**config.mk**
```make
export PLATFORM = sky130hd
export DESIGN_NAME = divider_arbiter
export DESIGN_NICKNAME = d
export VERILOG_FILES = /design/src/rtl/divider_arbiter_pkg.sv /design/src/rtl/divider_arbiter_round_robin_picker.sv /design/src/rtl/divider_arbiter.sv
export SDC_FILE = /design/constraint.sdc
export NUM_CORES = 1
export LEC_CHECK = 0
export CORE_AREA = 10 10 173 175
export CTS_CLUSTER_SIZE = 12
export DETAILED_ROUTE_END_ITERATION = 12
export DIE_AREA = 0 0 183 185
export PLACE_DENSITY = 0.67
export SKIP_LAST_GASP = 1
export SYNTH_ARGS = -nofsm -noshare
export SYNTH_HDL_FRONTEND = slang
export SYNTH_HIERARCHICAL = 1
export SYNTH_SLANG_ARGS = --single-unit
export TNS_END_PERCENT = 5
```
**constraint.sdc**
```tcl
create_clock -name i_clk -period 3.2 [get_ports i_clk]
set_input_delay 0.8 -clock i_clk [delete_from_list [all_inputs] [get_ports i_clk]]
set_output_delay 0.8 -clock i_clk [all_outputs]
set_load 0.03 [all_outputs]
```
**src/rtl/divider_arbiter_pkg.sv**
```systemverilog
// Shared types and constants for the divider arbiter: FSM encoding and the
// quotient reported for a divide-by-zero request.
package divider_arbiter_pkg;

    typedef enum logic [1:0] {
        ST_IDLE    = 2'd0,
        ST_ISSUE   = 2'd1,
        ST_WAIT    = 2'd2,
        ST_RESPOND = 2'd3
    } arb_state_t;

    // All-ones quotient for x/0; sliced down to the operand width (WIDTH <= 64).
    localparam logic [63:0] DIV0_QUOTIENT = 64'hFFFF_FFFF_FFFF_FFFF;

endpackage

```
**src/rtl/divider_arbiter_round_robin_picker.sv**
```systemverilog
// Combinational round-robin picker: searches from last_owner+1 upward with
// wrap-around and returns the first active request as one-hot and index.
module round_robin_picker
    import divider_arbiter_pkg::*;
#(
    parameter int NUM_REQ = 4,
    localparam int IDXW   = $clog2(NUM_REQ)
) (
    input  logic [NUM_REQ-1:0] i_req,
    input  logic [IDXW-1:0]    i_last,
    output logic [NUM_REQ-1:0] o_onehot,
    output logic [IDXW-1:0]    o_idx,
    output logic               o_any
);

    int              w_cand;
    logic [IDXW-1:0] w_cand_idx;
    logic            w_found;

    always_comb begin
        w_found    = 1'b0;
        w_cand     = 0;
        w_cand_idx = '0;
        o_idx      = '0;
        o_onehot   = '0;
        // Offset NUM_REQ lands back on last_owner, so it has lowest priority.
        for (int off = 1; off <= NUM_REQ; off++) begin
            w_cand     = (int'(i_last) + off) % NUM_REQ;
            w_cand_idx = IDXW'(w_cand);
            if (!w_found && i_req[w_cand_idx]) begin
                w_found = 1'b1;
                o_idx   = w_cand_idx;
            end
        end
        if (w_found) o_onehot[o_idx] = 1'b1;
    end

    assign o_any = w_found;

endmodule

```
**src/rtl/divider_arbiter.sv**
```systemverilog
// Round-robin arbiter sharing one external divider among NUM_REQ requesters;
// one division in flight, divide-by-zero answered locally without the divider.
module divider_arbiter
    import divider_arbiter_pkg::*;
#(
    parameter int WIDTH   = 32,
    parameter int NUM_REQ = 4
) (
    input  logic                     i_clk,
    input  logic                     i_reset_n,
    input  logic [NUM_REQ-1:0]       i_req,
    input  logic [NUM_REQ*WIDTH-1:0] i_dividend,
    input  logic [NUM_REQ*WIDTH-1:0] i_divisor,
    output logic [NUM_REQ-1:0]       o_grant,
    output logic [NUM_REQ-1:0]       o_valid,
    output logic [WIDTH-1:0]         o_quotient,
    output logic [WIDTH-1:0]         o_remainder,
    output logic                     o_busy,
    output logic                     o_div_start,
    output logic [WIDTH-1:0]         o_div_dividend,
    output logic [WIDTH-1:0]         o_div_divisor,
    input  logic                     i_div_ready,
    input  logic                     i_div_valid,
    input  logic [WIDTH-1:0]         i_div_quotient,
    input  logic [WIDTH-1:0]         i_div_remainder
);

    localparam int IDXW = $clog2(NUM_REQ);

    arb_state_t         r_state;
    logic [IDXW-1:0]    r_owner, r_last;
    logic [NUM_REQ-1:0] r_grant, r_valid;
    logic [WIDTH-1:0]   r_quot, r_rem, r_dvd, r_dvs;
    logic               r_start, r_busy;

    logic [NUM_REQ-1:0] w_win_onehot, w_owner_onehot;
    logic [IDXW-1:0]    w_win_idx;
    logic               w_any;
    logic [WIDTH-1:0]   w_sel_dvd, w_sel_dvs;

    round_robin_picker #(.NUM_REQ(NUM_REQ)) u_picker (
        .i_req    (i_req),
        .i_last   (r_last),
        .o_onehot (w_win_onehot),
        .o_idx    (w_win_idx),
        .o_any    (w_any)
    );

    assign w_sel_dvd      = i_dividend[int'(w_win_idx)*WIDTH +: WIDTH];
    assign w_sel_dvs      = i_divisor[int'(w_win_idx)*WIDTH +: WIDTH];
    assign w_owner_onehot = {{(NUM_REQ-1){1'b0}}, 1'b1} << r_owner;

    // Start is decided at capture so it lines up with the ISSUE cycle.
    always_ff @(posedge i_clk or negedge i_reset_n) begin
        if (!i_reset_n) begin
            r_state <= ST_IDLE;
            r_owner <= '0;
            r_last  <= IDXW'(NUM_REQ-1);
            r_grant <= '0;
            r_valid <= '0;
            r_quot  <= '0;
            r_rem   <= '0;
            r_dvd   <= '0;
            r_dvs   <= '0;
            r_start <= 1'b0;
            r_busy  <= 1'b0;
        end else begin
            r_grant <= '0;
            r_valid <= '0;
            r_start <= 1'b0;
            case (r_state)
                ST_IDLE: begin
                    if (w_any && i_div_ready) begin
                        r_owner <= w_win_idx;
                        r_dvd   <= w_sel_dvd;
                        r_dvs   <= w_sel_dvs;
                        r_grant <= w_win_onehot;
                        r_start <= (w_sel_dvs != '0);
                        r_busy  <= 1'b1;
                        r_state <= ST_ISSUE;
                    end
                end
                ST_ISSUE: begin
                    if (r_dvs == '0) begin
                        r_quot  <= DIV0_QUOTIENT[WIDTH-1:0];
                        r_rem   <= r_dvd;
                        r_valid <= w_owner_onehot;
                        r_state <= ST_RESPOND;
                    end else begin
                        r_state <= ST_WAIT;
                    end
                end
                ST_WAIT: begin
                    if (i_div_valid) begin
                        r_quot  <= i_div_quotient;
                        r_rem   <= i_div_remainder;
                        r_valid <= w_owner_onehot;
                        r_state <= ST_RESPOND;
                    end
                end
                ST_RESPOND: begin
                    // Result bus returns to zero once the pulse is over.
                    r_quot  <= '0;
                    r_rem   <= '0;
                    r_last  <= r_owner;
                    r_busy  <= 1'b0;
                    r_state <= ST_IDLE;
                end
                default: r_state <= ST_IDLE;
            endcase
        end
    end

    assign o_grant        = r_grant;
    assign o_valid        = r_valid;
    assign o_quotient     = r_quot;
    assign o_remainder    = r_rem;
    assign o_busy         = r_busy;
    assign o_div_start    = r_start;
    assign o_div_dividend = r_dvd;
    assign o_div_divisor  = r_dvs;

endmodule

```
==> impl_metrics.ini, run 1 <==
[critical_path]
regToRegSetupSlack_ns = 0.35
critPathMostFrequentCell = sky130_fd_sc_hd__nor2_1
cp_cell_sequence = clkdlybuf4s50_1 > and2b_1 > a21oi_1 > o221ai_4 > clkbuf_16 > mux4_2 > nor4_2 > nand4_1 > nor2_1 > nor2_1
cp_max_fo = 15
cp_data_arrival_time_ns = 3.42
timing.rr.start = r_last[1]
crit_path_max_incr_delay_ns = 0.54
rr_worst_depth = 10
cpMaxStageDelayCell = sky130_fd_sc_hd__mux4_2
critical_path_class = in -> reg
sort_of_element_at_the_start_of_the_critical_path = primary input
endpoint_kind = flip-flop
worstSetupStartpoint = i_req[1]
required_ns = 3.50

[routing]
dr_total_vias = 7608
detail_route.wl_per_cell_microns = 24.01
ant_nets = 0
drt_first_pass_iters = 5
avgViaCountPerCell = 4.950
wl_microns = 36910
drtIter0Drc = 441
drc = 0

[clock_network]
numCtsBuffers = 17
hold_buffers = 0
max_clock_buf_depth = 2
cts.root.buffer_cell = sky130_fd_sc_hd__clkbuf_16
numClockSinks = 144
cts_tree = done
clk_pin_slew_worst_paths_ns = 0.07
h-tree-depth = 4
clk-insertion-delay-late_ns = 0.42

[min_path]
worstHoldPathType = in -> async

[timing]
postLayoutSetupSlackWorst_ns = 0.08027
timing.fmax_mhz = 320.5
period_minus_ws_final_ns = 3.120
post-route-period-util_pct = 97.49
hold-worst-slack_ns = 0.3178
worst-slew-pin-transition_ns = 0.6689
finalHoldViolCount = 0
timing.slew.headroom_pct = 55.41
timing.setup.tns_ns = 0
fin_worst_skew_ns = 0.01330
slew_viol_final = 0
final-setup-viol-count = 0

[global_routing]
grt_pass1_wl_microns = 53570
antenna_violations_before_repair = 1
grt_max_degree = 60
grt.total_usage_pct = 21.03
grt_overflow_total = 0
vias_in_the_first_global_route = 8448

[yosys]
synthDominantCellAreaShare_pct = 45.15
post_synth_inst_count = 706
yosys.cell_types.count = 44
synth_nets = 1038
yosysWarningCount = 6
syn_area_sq_mm = 0.007870
synth_area_leader_cell = sky130_fd_sc_hd__dfrtp_1
synth_area_leaders = sky130_fd_sc_hd__dfrtp_1, sky130_fd_sc_hd__mux4_2, sky130_fd_sc_hd__nand2_1
ys_seq_area_share_pct = 45.82
ys_ff_latch = 144
synth-edff-count = 0
asyncSetResetFlopFracSynth_pct = 100.0
postSynthAreaPerCell_sq_um = 11.15
postSynth.topFlopCell = sky130_fd_sc_hd__dfrtp_1

[cells_and_area]
area_growth_pct = 75.07
finalNetCount = 1513
post_route_cells_drive_above_1_share_pct = 12.98
design_area_sq_mm = 0.01378

[pwr]
irDropWorstVdd_v = 0.0004305
power_per_cell_area_mw_per_mm2 = 974.7
leakage_uw = 0.006056
switching_share_pct = 44.16
p_total_uw = 13430
share_comb_of_total_power_pct = 60.3
clkPwrFrac_pct = 14.9
internal-power_uw = 7499
p_switching_uw = 5930
sequential_power_share_pct = 24.8

[placement]
post-place-ws_ns = -0.3121
routabilityCongestion = 0.8921
dp.final_hpwl_microns = 30190
portBuffers = 465
cell_area_placed_sq_mm = 0.01311

[die]
initial_core_util_pct = 29.61
vertical_die_dimension_microns = 185
io-pin-count = 466
coreArea_sq_mm = 0.02658
num_rows = 60
chipWidth_microns = 183
design.die.area_sq_mm = 0.03386

[outcome]
run_status = finished clean

[flow_run]
max_cap_viol_count = 0
==> worst paths after layout <==
check                                   to
max                            o_div_start
min                        o_remainder[22]
max in group asynchronous        r_last[1]
max reg2reg                    o_div_start
min in group i_clk         o_remainder[14]
min reg2reg                o_remainder[14]
==> state kept, by name, summed over array words and instances (netlist names), 2 cells and up <==
| signal | flops |
|---|---|
| o_div_divisor | 32 |
| o_valid | 4 |
| o_remainder | 32 |
| r_owner | 2 |
| r_last | 2 |
| r_state | 2 |
| o_quotient | 32 |
| o_grant | 4 |
| o_div_dividend | 32 |
==> critical path: cells and delay by family <==
kind                   cells  cell delay [ns]
muxes                      1             0.54
and+or+nand+nor            5             0.81
AOI/OAI and AO/OA          2             0.45
buffers and inverters      2             0.79
==> final cells by class <==
type / instances / area (sq um)
Clock buffer: 18 / 439.2
Tap cell: 341 / 426.7
Clock inverter: 14 / 142.6
Fill cell: 2393 / 12800
Inverter: 36 / 135.1
Sequential cell: 144 / 3606
Antenna cell: 2 / 5.005
Timing Repair Buffer: 508 / 5101
Multi-Input combinational cell: 474 / 3923
==> power by group through the flow <==
stage	registers [uW]	logic [uW]	clock network, uW
after floorplan	4670	3350	0
after global routing	3440	8660	2150
after global placement	3340	8010	0
after CTS	3340	8130	2070
final	3330	8100	2000
after detailed placement	3380	8100	0
==> logic make-up (layout without fill, tap and decap cells) <==
family	Yosys count	count (layout)	synth area share (%)
multiplexers	130	130	27.25
other	0	2	0
AND/OR/NAND/NOR	251	251	13.42
AO/OA/AOI/OAI	89	89	7.663
flip-flops	144	144	45.82
buffers and inverters	88	576	5.214
adder cells (fa/ha/maj)	4	4	0.6360
==> stage by stage <==
| stage | utilization (%) | cells |
|---|---|---|
| final | 51.85 | 1537 |
| after global routing | 51.84 | 1536 |
| after CTS | 51.52 | 1530 |
| after detailed placement | 49.33 | 1498 |
| after global placement | 49.33 | 1498 |
| after floorplan | - | 706 |
==> cell usage after synthesis, types with 2 or more instances <==
master,instances
sky130_fd_sc_hd__nand2_1,204
sky130_fd_sc_hd__dfrtp_1,142
sky130_fd_sc_hd__mux4_2,64
sky130_fd_sc_hd__a21oi_1,38
sky130_fd_sc_hd__inv_1,36
sky130_fd_sc_hd__a22o_1,32
sky130_fd_sc_hd__mux2_1,32
sky130_fd_sc_hd__mux2i_1,32
sky130_fd_sc_hd__clkbuf_1,25
sky130_fd_sc_hd__nor4_1,15
sky130_fd_sc_hd__buf_2,13
sky130_fd_sc_hd__nor2_1,10
sky130_fd_sc_hd__buf_4,6
sky130_fd_sc_hd__and2_1,4
sky130_fd_sc_hd__buf_1,4
sky130_fd_sc_hd__ha_1,4
sky130_fd_sc_hd__nand4_1,4
sky130_fd_sc_hd__o21ai_0,4
sky130_fd_sc_hd__o21ai_1,3
sky130_fd_sc_hd__a211oi_1,2
sky130_fd_sc_hd__and2b_1,2
sky130_fd_sc_hd__buf_6,2
sky130_fd_sc_hd__dfstp_2,2
sky130_fd_sc_hd__mux2_2,2
sky130_fd_sc_hd__nand3_1,2
sky130_fd_sc_hd__nor2b_1,2
sky130_fd_sc_hd__nor4bb_1,2
sky130_fd_sc_hd__o21bai_1,2
==> metal layers <==
metal  routed length (microns)  GRT usage (%)  part of all wire (%)  vias to the layer above
li1                          -              -                     -                     3470
met1                     12660          20.82                    34                     3667
met2                     19040          37.20                    52                      392
met3                      3505          8.229                   9.5                       79
met4                      1708          11.44                   4.6                        0
met5                         0              0                     0                        -
==> timing repair <==
item / CTS / global route
setup buffers: 0 / 3
resized for setup: 0 / 2
setup endpoints to repair: 0 / 1
==> cells in the final DEF (no fill, tap or decap), drive strengths merged, types with 5 or more instances in the layout <==
cell	count
nand2	205
inv	44
mux4	64
buf	42
nor4	16
clkdlybuf4s50	464
clkbuf	20
nor2	10
a21oi	38
o21ai	7
and2	5
mux2	34
mux2i	32
a22o	32
dfrtp	142
Note: power is estimated with default switching activity, not from simulation.
==> run 2, diff against run 1 <==
--- a/config.mk
+++ b/config.mk
@@ -10,6 +10,7 @@
 export DETAILED_ROUTE_END_ITERATION = 12
 export DIE_AREA = 0 0 183 185
 export PLACE_DENSITY = 0.67
+export REMOVE_ABC_BUFFERS = 1
 export SKIP_LAST_GASP = 1
 export SYNTH_ARGS = -nofsm -noshare
 export SYNTH_HDL_FRONTEND = slang
==> run 2 against run 1 <==
Global-route usage is 0.61 points lower. Clock skew is 0.0059 ns higher. Via count hardly changed. Setup slack better by 0.080 ns. Sequential cell count stayed put. Non-clock buffer count is 11 higher. Critical path depth is 2 higher. Sequential share of layout area hardly changed. Die area stayed put. Critical path type unchanged.
==> impl_metrics.ini, run 2 (synthesis results as in run 1) <==
[critical_path]
rr_worst_depth = 11
critical_path_class = in -> reg
timing.rr.start = r_last[1]
cp_data_arrival_time_ns = 3.33
cp_max_fo = 31
required_ns = 3.49
endpoint_kind = flip-flop
regToRegSetupSlack_ns = 0.50
sort_of_element_at_the_start_of_the_critical_path = primary input
regToRegEndpoint = o_div_start

[routing]
dr_total_vias = 7602
drt_first_pass_iters = 4
drc = 0
avgViaCountPerCell = 4.908
ant_nets = 0
wl_microns = 35830
drtIter0Drc = 478
detail_route.wl_per_cell_microns = 23.13

[flow_run]
max_cap_viol_count = 0

[die]
coreArea_sq_mm = 0.02658
design.die.area_sq_mm = 0.03386
vertical_die_dimension_microns = 185
io-pin-count = 466
chipWidth_microns = 183
num_rows = 60
initial_core_util_pct = 29.61

[timing]
timing.slew.headroom_pct = 49.28
worst-slew-pin-transition_ns = 0.7539
rsz0062_at_grt = no
postLayoutSetupSlackWorst_ns = 0.1598
fin_worst_skew_ns = 0.01922
timing.setup.tns_ns = 0
period_minus_ws_final_ns = 3.040
final-setup-viol-count = 0
post-route-period-util_pct = 95.01
finalHoldViolCount = 0
slew_viol_final = 0
hold-worst-slack_ns = 0.1664
timing.fmax_mhz = 328.9

[clock_network]
cts_tree = done
numClockSinks = 144
hold_buffers = 0
h-tree-depth = 4
clk-insertion-delay-late_ns = 0.42
cts.root.buffer_cell = sky130_fd_sc_hd__clkbuf_16
clk_pin_slew_worst_paths_ns = 0.07
max_clock_buf_depth = 2
cts_post_setup_buffers_inserted = 0
numCtsBuffers = 17
cts_resized = 0

[cells_and_area]
finalNetCount = 1524
layout_common_cells = sky130_fd_sc_hd__clkdlybuf4s50_1, sky130_fd_sc_hd__nand2_1, sky130_fd_sc_hd__dfrtp_1, sky130_fd_sc_hd__mux4_2, sky130_fd_sc_hd__buf_4
area_growth_pct = 75.37
post_route_cells_drive_above_1_share_pct = 13.61
layout.cells.most_common = sky130_fd_sc_hd__clkdlybuf4s50_1
fin_cells = 1549
layout.core_utilization_pct = 51.93
num-fill-cells = 2338

[global_routing]
grt_max_degree = 137
grt_overflow_total = 0
antenna_violations_before_repair = 3
grt.total_usage_pct = 20.42
vias_in_the_first_global_route = 8197
grt_pass1_wl_microns = 52210

[placement]
dp.final_hpwl_microns = 28990
post-place-ws_ns = -0.2540
placedCellCount = 1514
portBuffers = 465
routabilityCongestion = 0.9241

[pwr]
leakage_uw = 0.006093
power_per_cell_area_mw_per_mm2 = 971.8
irDropWorstVdd_v = 0.0004645

[min_path]
worstHoldPathType = in -> async

[outcome]
run_status = finished clean
==> run 2: critical path: stages <==
cell and delay (ns):
sky130_fd_sc_hd__clkdlybuf4s50_1 0.49, sky130_fd_sc_hd__and2b_1 0.20, sky130_fd_sc_hd__a21oi_1 0.23, sky130_fd_sc_hd__o221ai_4 0.17, sky130_fd_sc_hd__buf_12 0.20, sky130_fd_sc_hd__buf_4 0.17, sky130_fd_sc_hd__mux4_2 0.45, sky130_fd_sc_hd__nor4_1 0.18
sky130_fd_sc_hd__buf_4 0.16, sky130_fd_sc_hd__nand4_1 0.09, sky130_fd_sc_hd__nor2_1 0.11, sky130_fd_sc_hd__nor2_1 0.04
==> run 2: power breakdown <==
part	switching (uW)	internal (uW)	total, uW
registers	664	2670	3340
clock network	871	1040	1910
logic	4420	3750	8160
==> run 2: layer usage <==
layer | share of wire, % | global-route usage, % | vias up
met5 | 0 | 0 | -
met4 | 3.1 | 8.033 | 0
met3 | 9.6 | 7.582 | 50
met2 | 51 | 35.75 | 381
met1 | 36 | 21.93 | 3691
li1 | - | - | 3480
==> run 2: cell type report <==
class                           instances  area (sq um)  share of cell area (%)
Antenna cell                            3         7.507                 0.05439
Multi-Input combinational cell        474          3905                   28.29
Tap cell                              341         426.7                   3.091
Timing Repair Buffer                  519          5161                   37.39
Inverter                               36         135.1                  0.9791
Sequential cell                       144          3606                   26.13
Clock buffer                           18         439.2                   3.182
Clock inverter                         14         121.4                  0.8793
==> run 2: stage by stage <==
step           power (uW)  cell area (sq um)
2_1_floorplan        8165               7595
3_3_place_gp        11470              13230
3_5_place_dp        11610              13230
4_1_cts             13570              13790
5_1_grt             14190              13800
6_report            13410              13800
==> run 2: worst max path at each step <==
| stage | from | end | slack [ns] |
|---|---|---|---|
| 6_report | i_req[0] | o_div_start | 0.16 |
| 5_1_grt | i_req[1] | o_div_start | 0.02 |
| 4_1_cts | i_req[0] | o_div_start | 0.18 |
| 3_5_place_dp | i_req[0] | o_div_start | -0.25 |
| 3_3_place_gp | i_req[0] | o_div_start | -0.23 |
| 2_1_floorplan | i_req[0] | o_div_start | -5.05 |
==> run 3, diff against run 2 <==
--- a/config.mk
+++ b/config.mk
@@ -12,6 +12,7 @@
 export PLACE_DENSITY = 0.67
 export REMOVE_ABC_BUFFERS = 1
 export SKIP_LAST_GASP = 1
+export SLEW_MARGIN = 40
 export SYNTH_ARGS = -nofsm -noshare
 export SYNTH_HDL_FRONTEND = slang
 export SYNTH_HIERARCHICAL = 1
==> run 3 against run 2 <==
Core utilization up 0.10 points. Critical path type unchanged. Cell count about the same. Critical endpoint unchanged. Largest power group unchanged. Hold slack better by 0.0020 ns. Maximum frequency about the same. Largest cell class unchanged.
==> impl_metrics.ini, run 3 (synthesis results as in run 1) <==
[outcome]
run_status = finished clean

[timing]
hold-worst-slack_ns = 0.1683
timing.setup.tns_ns = 0
timing.slew.headroom_pct = 49.29
finalHoldViolCount = 0
final-setup-viol-count = 0
timing.fmax_mhz = 329.0
post-route-period-util_pct = 95.00
worst-slew-pin-transition_ns = 0.7537
rsz0062_at_grt = no
period_minus_ws_final_ns = 3.040
slew_viol_final = 0
postLayoutSetupSlackWorst_ns = 0.1601
fin_worst_skew_ns = 0.02132

[die]
num_rows = 60
design.die.area_sq_mm = 0.03386
coreArea_sq_mm = 0.02658
initial_core_util_pct = 29.61
io-pin-count = 466
vertical_die_dimension_microns = 185
chipWidth_microns = 183

[cells_and_area]
num-fill-cells = 2336
finalNetCount = 1525
fin_cells = 1550
layout.cells.most_common = sky130_fd_sc_hd__clkdlybuf4s50_1
post_route_cells_drive_above_1_share_pct = 13.68
area_growth_pct = 75.72
layout_common_cells = sky130_fd_sc_hd__clkdlybuf4s50_1, sky130_fd_sc_hd__nand2_1, sky130_fd_sc_hd__dfrtp_1, sky130_fd_sc_hd__mux4_2, sky130_fd_sc_hd__buf_4

[clock_network]
cts.root.buffer_cell = sky130_fd_sc_hd__clkbuf_16
numCtsBuffers = 17
h-tree-depth = 4
numClockSinks = 144
hold_buffers = 0
cts_resized = 0
cts_post_setup_buffers_inserted = 0
max_clock_buf_depth = 2
cts_tree = done
clk-insertion-delay-late_ns = 0.42
clk_pin_slew_worst_paths_ns = 0.07

[routing]
drt_first_pass_iters = 4
avgViaCountPerCell = 4.910
wl_microns = 35830
drc = 0
ant_nets = 0
dr_total_vias = 7611
drtIter0Drc = 475
detail_route.wl_per_cell_microns = 23.11

[pwr]
leakage_uw = 0.006106
share_comb_of_total_power_pct = 60.9
p_switching_uw = 5945
switching_share_pct = 44.33
sequential_power_share_pct = 24.9
p_total_uw = 13410
power_per_cell_area_mw_per_mm2 = 969.7
clkPwrFrac_pct = 14.3
irDropWorstVdd_v = 0.0004599
internal-power_uw = 7465

[placement]
routabilityCongestion = 0.9241
post-place-ws_ns = -0.2540
portBuffers = 465
dp.final_hpwl_microns = 28990
placedCellCount = 1514

[critical_path]
critical_path_class = in -> reg
cp_max_fo = 31
regToRegSetupSlack_ns = 0.50
cp_data_arrival_time_ns = 3.33
required_ns = 3.49
regToRegEndpoint = o_div_start
sort_of_element_at_the_start_of_the_critical_path = primary input
rr_worst_depth = 11
endpoint_kind = flip-flop
timing.rr.start = r_last[1]

[global_routing]
grt_pass1_wl_microns = 52210
vias_in_the_first_global_route = 8197
antenna_violations_before_repair = 3
grt.total_usage_pct = 20.42
grt_max_degree = 137
grt_overflow_total = 0

[min_path]
worstHoldPathType = in -> async

[flow_run]
max_cap_viol_count = 0
[run 3: metal layers]
metal  GRT usage, %  wire length, microns
met3          7.582                  3237
met5              0                     0
met4          8.033                  1090
met2          35.75                 18300
met1          21.93                 13190
[run 3: worst max-delay path by stage]
stage	startpoint	slack, ns	cells past startpoint	end
floorplan	i_req[0]	-5.05	8	o_div_start
global placement	i_req[0]	-0.23	12	o_div_start
detailed placement	i_req[0]	-0.25	12	o_div_start
CTS	i_req[0]	0.18	12	o_div_start
global route	i_req[1]	0.02	11	o_div_start
finish	i_req[0]	0.16	12	o_div_start
[run 3: power groups by stage]
stage / Combinational, uW / Sequential [uW] / Clock [uW]
6_report: 8160 / 3340 / 1910
5_1_grt: 8700 / 3440 / 2050
4_1_cts: 8260 / 3350 / 1970
3_5_place_dp: 8230 / 3380 / 0
3_3_place_gp: 8130 / 3340 / 0
2_1_floorplan: 3480 / 4690 / 0
[run 3: worst max-delay path, cell delays in order]
cell and delay [ns]:
sky130_fd_sc_hd__clkdlybuf4s50_1 0.49, sky130_fd_sc_hd__and2b_1 0.20, sky130_fd_sc_hd__a21oi_1 0.23, sky130_fd_sc_hd__o221ai_4 0.17
sky130_fd_sc_hd__buf_12 0.20, sky130_fd_sc_hd__buf_4 0.17, sky130_fd_sc_hd__mux4_2 0.45, sky130_fd_sc_hd__nor4_1 0.18
sky130_fd_sc_hd__buf_4 0.16, sky130_fd_sc_hd__nand4_1 0.09, sky130_fd_sc_hd__nor2_1 0.12, sky130_fd_sc_hd__nor2_1 0.04
[run 3: cell type report]
class	count	area, sq um	share of cell area [%]
Clock buffer	18	439.2	3.176
Inverter	36	135.1	0.9771
Tap cell	341	426.7	3.085
Clock inverter	14	121.4	0.8776
Sequential cell	144	3606	26.07
Multi-Input combinational cell	474	3905	28.24
Timing Repair Buffer	520	5189	37.52
Antenna cell	3	7.507	0.05428
[run 3: metrics by stage]
stage	cell area (sq um)	util [%]
after floorplan	7595	-
after global placement	13230	49.80
after detailed placement	13230	49.80
after CTS	13790	51.91
after global routing	13830	52.03
final	13830	52.04
